## src/rtl/int_ctrl.sv

```systemverilog
// Interrupt controller: external/timer/serial flag capture, two-level priority
// arbitration, request/acknowledge handshake and in-service tracking.
module int_ctrl (
    input  logic        clk,
    input  logic        rst_n,
    input  logic        int0_n,
    input  logic        int1_n,
    input  logic        it0,
    input  logic        it1,
    input  logic        t0_ovf,
    input  logic        t1_ovf,
    input  logic        ri,
    input  logic        ti,
    input  logic [7:0]  ie,
    input  logic [4:0]  ip,
    input  logic [3:0]  sw_clr,
    input  logic        instr_end,
    input  logic        int_ack,
    input  logic        reti,
    output logic        int_req,
    output logic [15:0] int_vec,
    output logic [3:0]  tcon_flags,
    output logic [1:0]  in_svc
);

    localparam int unsigned NSRC = 5;
    localparam int unsigned SW   = 3;
    localparam logic [0:0] ST_IDLE = 1'b0;
    localparam logic [0:0] ST_REQ  = 1'b1;

    logic [1:0]      x0_sync, x1_sync;
    logic            x0_prev, x1_prev;
    logic            t0_q, t1_q, reti_q;
    logic            ie0_f, tf0_f, ie1_f, tf1_f;
    logic            ie0_nxt, tf0_nxt, ie1_nxt, tf1_nxt;
    logic [0:0]      state, state_nxt;
    logic [15:0]     vec_nxt;
    logic            lvl_q, lvl_nxt;
    logic [SW-1:0]   src_q, src_nxt;
    logic [1:0]      svc_nxt;
    logic            ack_c;
    logic [NSRC-1:0] ack_src, src_flags, pend, hi, lo;
    logic            win_ok, win_lvl;
    logic [SW-1:0]   win_src;
    logic            unused_ie;

    assign unused_ie  = ^ie[6:5];
    assign tcon_flags = {tf1_f, ie1_f, tf0_f, ie0_f};

    // Pin synchronizers plus previous-value registers for edge detection
    always_ff @(posedge clk or negedge rst_n) begin
        if (!rst_n) begin
            x0_sync <= 2'b11;
            x1_sync <= 2'b11;
            x0_prev <= 1'b1;
            x1_prev <= 1'b1;
            t0_q    <= 1'b0;
            t1_q    <= 1'b0;
            reti_q  <= 1'b0;
        end else begin
            x0_sync <= {x0_sync[0], int0_n};
            x1_sync <= {x1_sync[0], int1_n};
            x0_prev <= x0_sync[1];
            x1_prev <= x1_sync[1];
            t0_q    <= t0_ovf;
            t1_q    <= t1_ovf;
            reti_q  <= reti;
        end
    end

    // Flag next-state: a set event always overrides a same-cycle clear
    always_comb begin
        ack_c   = (state == ST_REQ) && int_ack;
        ack_src = '0;
        if (ack_c) ack_src[src_q] = 1'b1;
        ie0_nxt = it0 ? ((x0_prev & ~x0_sync[1]) | (ie0_f & ~(ack_src[0] | sw_clr[0])))
                      : ~x0_sync[1];
        ie1_nxt = it1 ? ((x1_prev & ~x1_sync[1]) | (ie1_f & ~(ack_src[2] | sw_clr[2])))
                      : ~x1_sync[1];
        tf0_nxt = (t0_ovf & ~t0_q) | (tf0_f & ~(ack_src[1] | sw_clr[1]));
        tf1_nxt = (t1_ovf & ~t1_q) | (tf1_f & ~(ack_src[3] | sw_clr[3]));
    end

    always_ff @(posedge clk or negedge rst_n) begin
        if (!rst_n) begin
            ie0_f <= 1'b0;
            tf0_f <= 1'b0;
            ie1_f <= 1'b0;
            tf1_f <= 1'b0;
        end else begin
            ie0_f <= ie0_nxt;
            tf0_f <= tf0_nxt;
            ie1_f <= ie1_nxt;
            tf1_f <= tf1_nxt;
        end
    end

    // Arbitration: bit index equals fixed priority order, lowest index wins
    always_comb begin
        src_flags = {ri | ti, tf1_f, ie1_f, tf0_f, ie0_f};
        pend      = src_flags & ie[NSRC-1:0] & {NSRC{ie[7]}};
        hi        = pend & ip;
        lo        = pend & ~ip;
        win_ok    = 1'b0;
        win_lvl   = 1'b0;
        win_src   = '0;
        if ((|hi) && !in_svc[1]) begin
            win_ok  = 1'b1;
            win_lvl = 1'b1;
            for (int i = int'(NSRC) - 1; i >= 0; i--) begin
                if (hi[i]) win_src = SW'(i);
            end
        end else if ((|lo) && (in_svc == 2'b00)) begin
            win_ok = 1'b1;
            for (int i = int'(NSRC) - 1; i >= 0; i--) begin
                if (lo[i]) win_src = SW'(i);
            end
        end
    end

    // Request FSM and in-service stack next-state
    always_comb begin
        state_nxt = state;
        vec_nxt   = int_vec;
        lvl_nxt   = lvl_q;
        src_nxt   = src_q;
        svc_nxt   = in_svc;
        case (state)
            ST_IDLE: begin
                if (instr_end && win_ok && !reti && !reti_q) begin
                    state_nxt = ST_REQ;
                    vec_nxt   = {10'd0, win_src, 3'b011};
                    lvl_nxt   = win_lvl;
                    src_nxt   = win_src;
                end
            end
            ST_REQ: begin
                if (int_ack) state_nxt = ST_IDLE;
            end
            default: state_nxt = ST_IDLE;
        endcase
        if (reti) begin
            if (in_svc[1]) svc_nxt[1] = 1'b0;
            else           svc_nxt[0] = 1'b0;
        end
        if (ack_c) svc_nxt[lvl_q] = 1'b1;
    end

    always_ff @(posedge clk or negedge rst_n) begin
        if (!rst_n) begin
            state   <= ST_IDLE;
            int_req <= 1'b0;
            int_vec <= 16'h0000;
            lvl_q   <= 1'b0;
            src_q   <= '0;
            in_svc  <= 2'b00;
        end else begin
            state   <= state_nxt;
            int_req <= (state_nxt == ST_REQ);
            int_vec <= vec_nxt;
            lvl_q   <= lvl_nxt;
            src_q   <= src_nxt;
            in_svc  <= svc_nxt;
        end
    end

endmodule

```

## config.mk

```make
export PLATFORM = sky130hd
export DESIGN_NAME = int_ctrl
export DESIGN_NICKNAME = d
export VERILOG_FILES = /design/src/rtl/int_ctrl.sv
export SDC_FILE = /design/constraint.sdc
export NUM_CORES = 1
export LEC_CHECK = 0
export CAP_MARGIN = 20
export CORE_AREA = 2 2 75 77
export DETAILED_ROUTE_END_ITERATION = 10
export DIE_AREA = 0 0 77 79
export HOLD_SLACK_MARGIN = 0.15
export PLACE_DENSITY = 0.52
export SYNTH_ARGS = -nofsm -noshare
export SYNTH_HDL_FRONTEND = slang
export SYNTH_SLANG_ARGS = --single-unit
```

## constraint.sdc

```tcl
create_clock -name clk -period 4.1 [get_ports clk]
set_input_delay 0.82 -clock clk [delete_from_list [all_inputs] [get_ports clk]]
set_output_delay 0.82 -clock clk [all_outputs]
set_load 0.05 [all_outputs]
```

---- After elaboration in Yosys (flattened, before gate mapping) ----
Cells that the tools add are included.
operators by class
  order comparisons ....................... 4
  mux-type cells .......................... 28
  bitwise operators ....................... 32
  reduce and logical (&&, ||, !) cells .... 15
operators by type and width
  operator            number
  $mux 3              12
  $and 5x5->5         4
  $mux 1              10
  $reduce_or 5->1     2
  $not 1->1           9
  $or 1x1->1          9
  $and 1x1->1         8
  $logic_and 1x1->1   8
  $not 5->5           1
  $lt 3x4->1 const B  1
  $mux 2              2
  $mux 4              1
  $demux 1 s3         1
  $ge 3x1->1 const B  1
  $logic_not 1->1     3
  $logic_not 2->1     1
  $lt 1x2->1 const B  1
  $or 2x2->2          1
  $pmux 1 s2          1
  $reduce_and 2->1    1
  $demux 1 s1         1
  $ge 1x1->1 const B  1
storage, ports and cells
  flip-flop bits (word level) ............. 25
  bits of input ports ..................... 30
  output and inout bits ................... 23
  word-level logic and storage cells ...... 95

---- Logic depth before layout (Yosys ltp) ----
  depth after elaboration ................. 13
  depth in mapped cells ................... 6
  depth with buffers taken out ............ 5

---- Least setup slack after synthesis ----
Ideal clock, no wire load.
  path type ............................... input to register
  from .................................... in ie[7]
  to ...................................... reg src_q[0]
  setup time .............................. 0.125 ns
  arrival time ............................ 1.886 ns
  data required time ...................... 3.975 ns
  path slack .............................. 2.089 ns
  stages .................................. 6
  path buffers ............................ 1
  cell sequence ........................... buf_6 nand4b_4 o211ai_4 o311ai_4 nand2_4 mux2_4
between the ends
  cells in the longest elaborated chain, start to end .. 10
  elaborated cells on any way between the ends .. 23
  those cells by class .................... 12 x mux; 3 x bitwise; 8 x reduce/logical
RTL lines
  element                         line  RTL
  start, declared                 14    input logic [7:0] ie,
  $and 5x5->5 (*)                 101   pend = src_flags & ie[NSRC-1:0] & {NSRC{ie[7]}};
  $and 5x5->5                     103   lo = pend & ~ip;
  $reduce_or 5->1                 113   end else if ((|lo) && (in_svc == 2'b00)) begin
  $logic_and 1x1->1               113
  $mux 1                          113
  $mux 1                          107   if ((|hi) && !in_svc[1]) begin
  $logic_and 1x1->1 (3 in a row)  130   if (instr_end && win_ok && !reti && !reti_q) begin
  $reduce_and 2->1 (no line)      n/a
  end signal, assigned            162   src_q <= src_nxt;
  end, declared                   39    logic [SW-1:0] src_q, src_nxt;
Every way passes the cells marked *; elsewhere a longest branch is shown, timed or not.
A chain may end at the register's enable or synchronous reset.

---- Final worst setup path ----
Same ends and word-level chain as after synthesis.

==> Flow_metrics.wiki <==
{| class="wikitable"
! Metric !! Value
|-
| Number of flops mapped to enable cells by yosys || 0
|-
| Power Dens Cells || 382 nW/um^2
|-
| X dimension of the die || a little under 80 um
|-
| Worst vdd rail ir drop || about 130 uV
|-
| Cts-stage hold buffer count || 0
|-
| Data required time at the worst endpoint || ~4.2 ns
|-
| Worst-case clock skew || between 0.002 and 0.003 ns
|-
| CTS tree || done
|-
| Nature of the critical path startpoint || input port
|-
| Cell Count, Final, Fillers Out || between 200 and 250
|-
| Sum of overflow across all layers after global routing || 0
|-
| Hold Path Class || flop to flop
|-
| Die Span Y || 79 um
|-
| Type of the worst setup path || input port to flop
|-
| Total global routing track utilization || 8.80%
|-
| Boundary Pins || 53
|-
| Average size of a mapped cell || roughly 11 sq um
|-
| RSZ-0062 raised after global routing || no
|-
| Slew Limit Headroom || about 66%
|-
| Critical Path End Type || flop
|-
| Number of buffers inserted during clock tree synthesis || 3
|-
| Number of flip-flops and latches in the synthesized netlist || 21
|-
| Largest fanout on the critical path || 8
|-
| Final net count || about 180
|-
| Slew at the pin closest to its max-slew limit || roughly 0.5 ns
|-
| Tcrit/Tclk final || about 63%
|-
| H-Tree Depth || 1
|-
| First-pass iteration count of the detailed router || 4
|-
| Count of yosys warnings during synthesis || 0
|-
| Layout Utilization || approximately 30%
|-
| DRT Wirelength || between 2000 and 3000 um
|-
| Cell Count Post-Placement || between 200 and 250
|-
| Result of the run || finished, final reports clean
|-
| Count of cell types in the netlist || 38
|-
| Arrival time of data at the critical path endpoint || 2.72 ns
|-
| Initial standard-cell utilization of the core || a little over a fifth
|-
| Largest net degree at the start of global routing || 22
|-
| Number of antenna violations at the first check in global routing || 0
|-
| Syn Inst Count || roughly 110
|-
| Number of I/O port buffers || 39
|-
| Later-pin clock latency in the skew report || 0.25 ns
|-
| Detailed-route vias per instance || just over 4
|-
| Placeable core area || between 5000 and 6000 sq um
|-
| Area growth, synth to finish || 39.5%
|-
| Buffer levels on the longest clock path || 2
|-
| Instance area at placement || 1550 sq um
|-
| CTS resizes || 0
|-
| LEAKAGE || approximately 0.66 nW
|-
| Share of synthesized flip-flops with an asynchronous set or reset || 100%
|-
| Via count of the first global-routing pass || approximately 880
|-
| Wire length per cell after detailed routing || roughly 12 um
|-
| Clock period minus final worst setup slack || between 2 and 3 ns
|-
| Leading post-synthesis cells by cell area || dfrtp_1 (32%), dfstp_2 (14%), buf_4 (10%)
|-
| HPWL Detailed || around 2100 um
|-
| Share of layout cells above drive strength 1 || between 10% and 20%
|-
| GPL Wtd Cong || around 0.70
|-
| Synth Cell Area || roughly 1200 sq um
|-
| Die outline area || approximately 6100 sq um
|-
| Sequential fraction of the synthesis area || ~46%
|-
| Drt drc || 0
|-
| Final antenna diode count || 0
|-
| Number of buffers inserted by post-CTS setup repair || 0
|-
| Site Rows || 27
|-
| # setup viols final || 0
|-
| Maximum operating frequency || 0.388 GHz
|-
| Starting DRC count in detailed routing || 14
|-
| Sink Count || 21
|-
| Leading register cell type out of synthesis || dfrtp_1
|-
| Final count of hold timing violations || 0
|-
| Synth top area share || between 30% and 40%
|-
| Max capacitance violation total || 0
|-
| Max-slew violation count || 0
|-
| Clock slew seen by the registers of the worst setup and hold paths || about 0.07 ns
|-
| Detailed-route via count || roughly 900
|-
| First-pass GRT wire length || about 4200 um
|-
| Biggest area consumer among synthesized cells || dfrtp_1
|-
| CTS root buf || clkbuf_8
|-
| Setup TNS || 0 ns
|-
| Routed Antenna Nets || 0
|-
| Cell area after layout || 1620 sq um
|}
-- synth_stat cells, drive strengths merged, types with 2 or more instances --
master  count
o32ai       2
dfstp       6
nor2        6
dfrtp      15
nor4        2
inv        10
nand2       6
o21ai      10
nand4       3
o211ai      3
mux2i       2
nand3       4
nor2b       2
nand4b      2
buf        17
nor3        2
-- metrics by stage --
stage	hold WS [ns]	setup slack [ns]	power [mW]
after floorplan	0.345	2.09	0.417
after global placement	0.346	1.29	0.489
after detailed placement	0.347	1.26	0.492
after CTS	0.358	1.52	0.627
after global routing	0.366	1.38	0.656
final	0.357	1.52	0.619
-- final cells by class --
class,instances,area [sq um]
clock buffers,4,45.0
flip-flops and latches,21,533
inverters,10,37.5
well taps,72,90.1
fillers,581,3720
multi-input cells,69,498
repair buffers,40,418
-- layer usage --
layer / up-vias / GRT usage [%] / share of wire (%)
met5: - / 0 / 0
met3: 2 / 2.16 / 6.2
met1: 427 / 11.0 / 44
met4: 0 / 4.46 / 0.90
met2: 31 / 14.1 / 49
li1: 426 / - / -
-- logic make-up (layout without fill, tap and decap cells) --
kind of cell / after synthesis / in the layout / share of synthesized area [%]
buffers and inverters: 27 / 54 / 14.5
muxes: 3 / 3 / 3.01
DFF: 21 / 21 / 45.9
AOI/OAI and AO/OA: 20 / 20 / 14.5
and+or+nand+nor: 35 / 35 / 21.7
other: 1 / 11 / 0.323
-- flip-flops by register name (all words and copies together), names as in the netlist, 2 cells and up --
| signal | flops |
|---|---|
| x0_sync | 2 |
| src_q | 3 |
| x1_sync | 2 |
| in_svc | 2 |
-- cells in the final DEF, fill, tap and decap left out, types with 2 or more instances in the layout --
cell type	n
clkdlybuf4s50_1	39
dfrtp_1	15
conb_1	11
inv_1	10
o21ai_0	8
nor2_1	6
dfstp_2	6
nand2_1	5
nand3_1	3
nand4_1	3
clkbuf_8	3
nor4_1	2
nor2b_1	2
o32ai_1	2
o21ai_1	2
nand4b_4	2
mux2i_1	2
-- critical path: stages --
cell             delay (ns)
clkdlybuf4s50_1        0.77
o211ai_2               0.19
o211ai_1               0.31
o21ai_1                0.21
nand2_4                0.13
mux2_4                 0.30
-- worst paths after layout --
path                                           start                      to  slack, ns  cells past startpoint
worst min register to register  x1_sync[0]$_DFF_PN1_    x1_sync[1]$_DFF_PN1_       0.36                      0
worst max register to register       tf0_f$_DFF_PN0_    src_q[0]$_DFFE_PN0P_       2.43                      5
max in group asynchronous                      rst_n    x1_sync[0]$_DFF_PN1_       2.76                      2
worst max-delay path                           ie[7]    src_q[0]$_DFFE_PN0P_       1.52                      6
worst min-delay path            x1_sync[0]$_DFF_PN1_    x1_sync[1]$_DFF_PN1_       0.36                      0
min in group asynchronous                      rst_n  int_vec[1]$_DFFE_PN0P_       0.85                      1
-- power breakdown --
part	internal, mW	leakage [nW]	total [mW]	switching, mW
logic	0.0835	0.394	0.225	0.142
registers	0.236	0.247	0.264	0.0284
clock network	0.0690	0.0228	0.130	0.0610
Power figures use the tool's default switching activity.
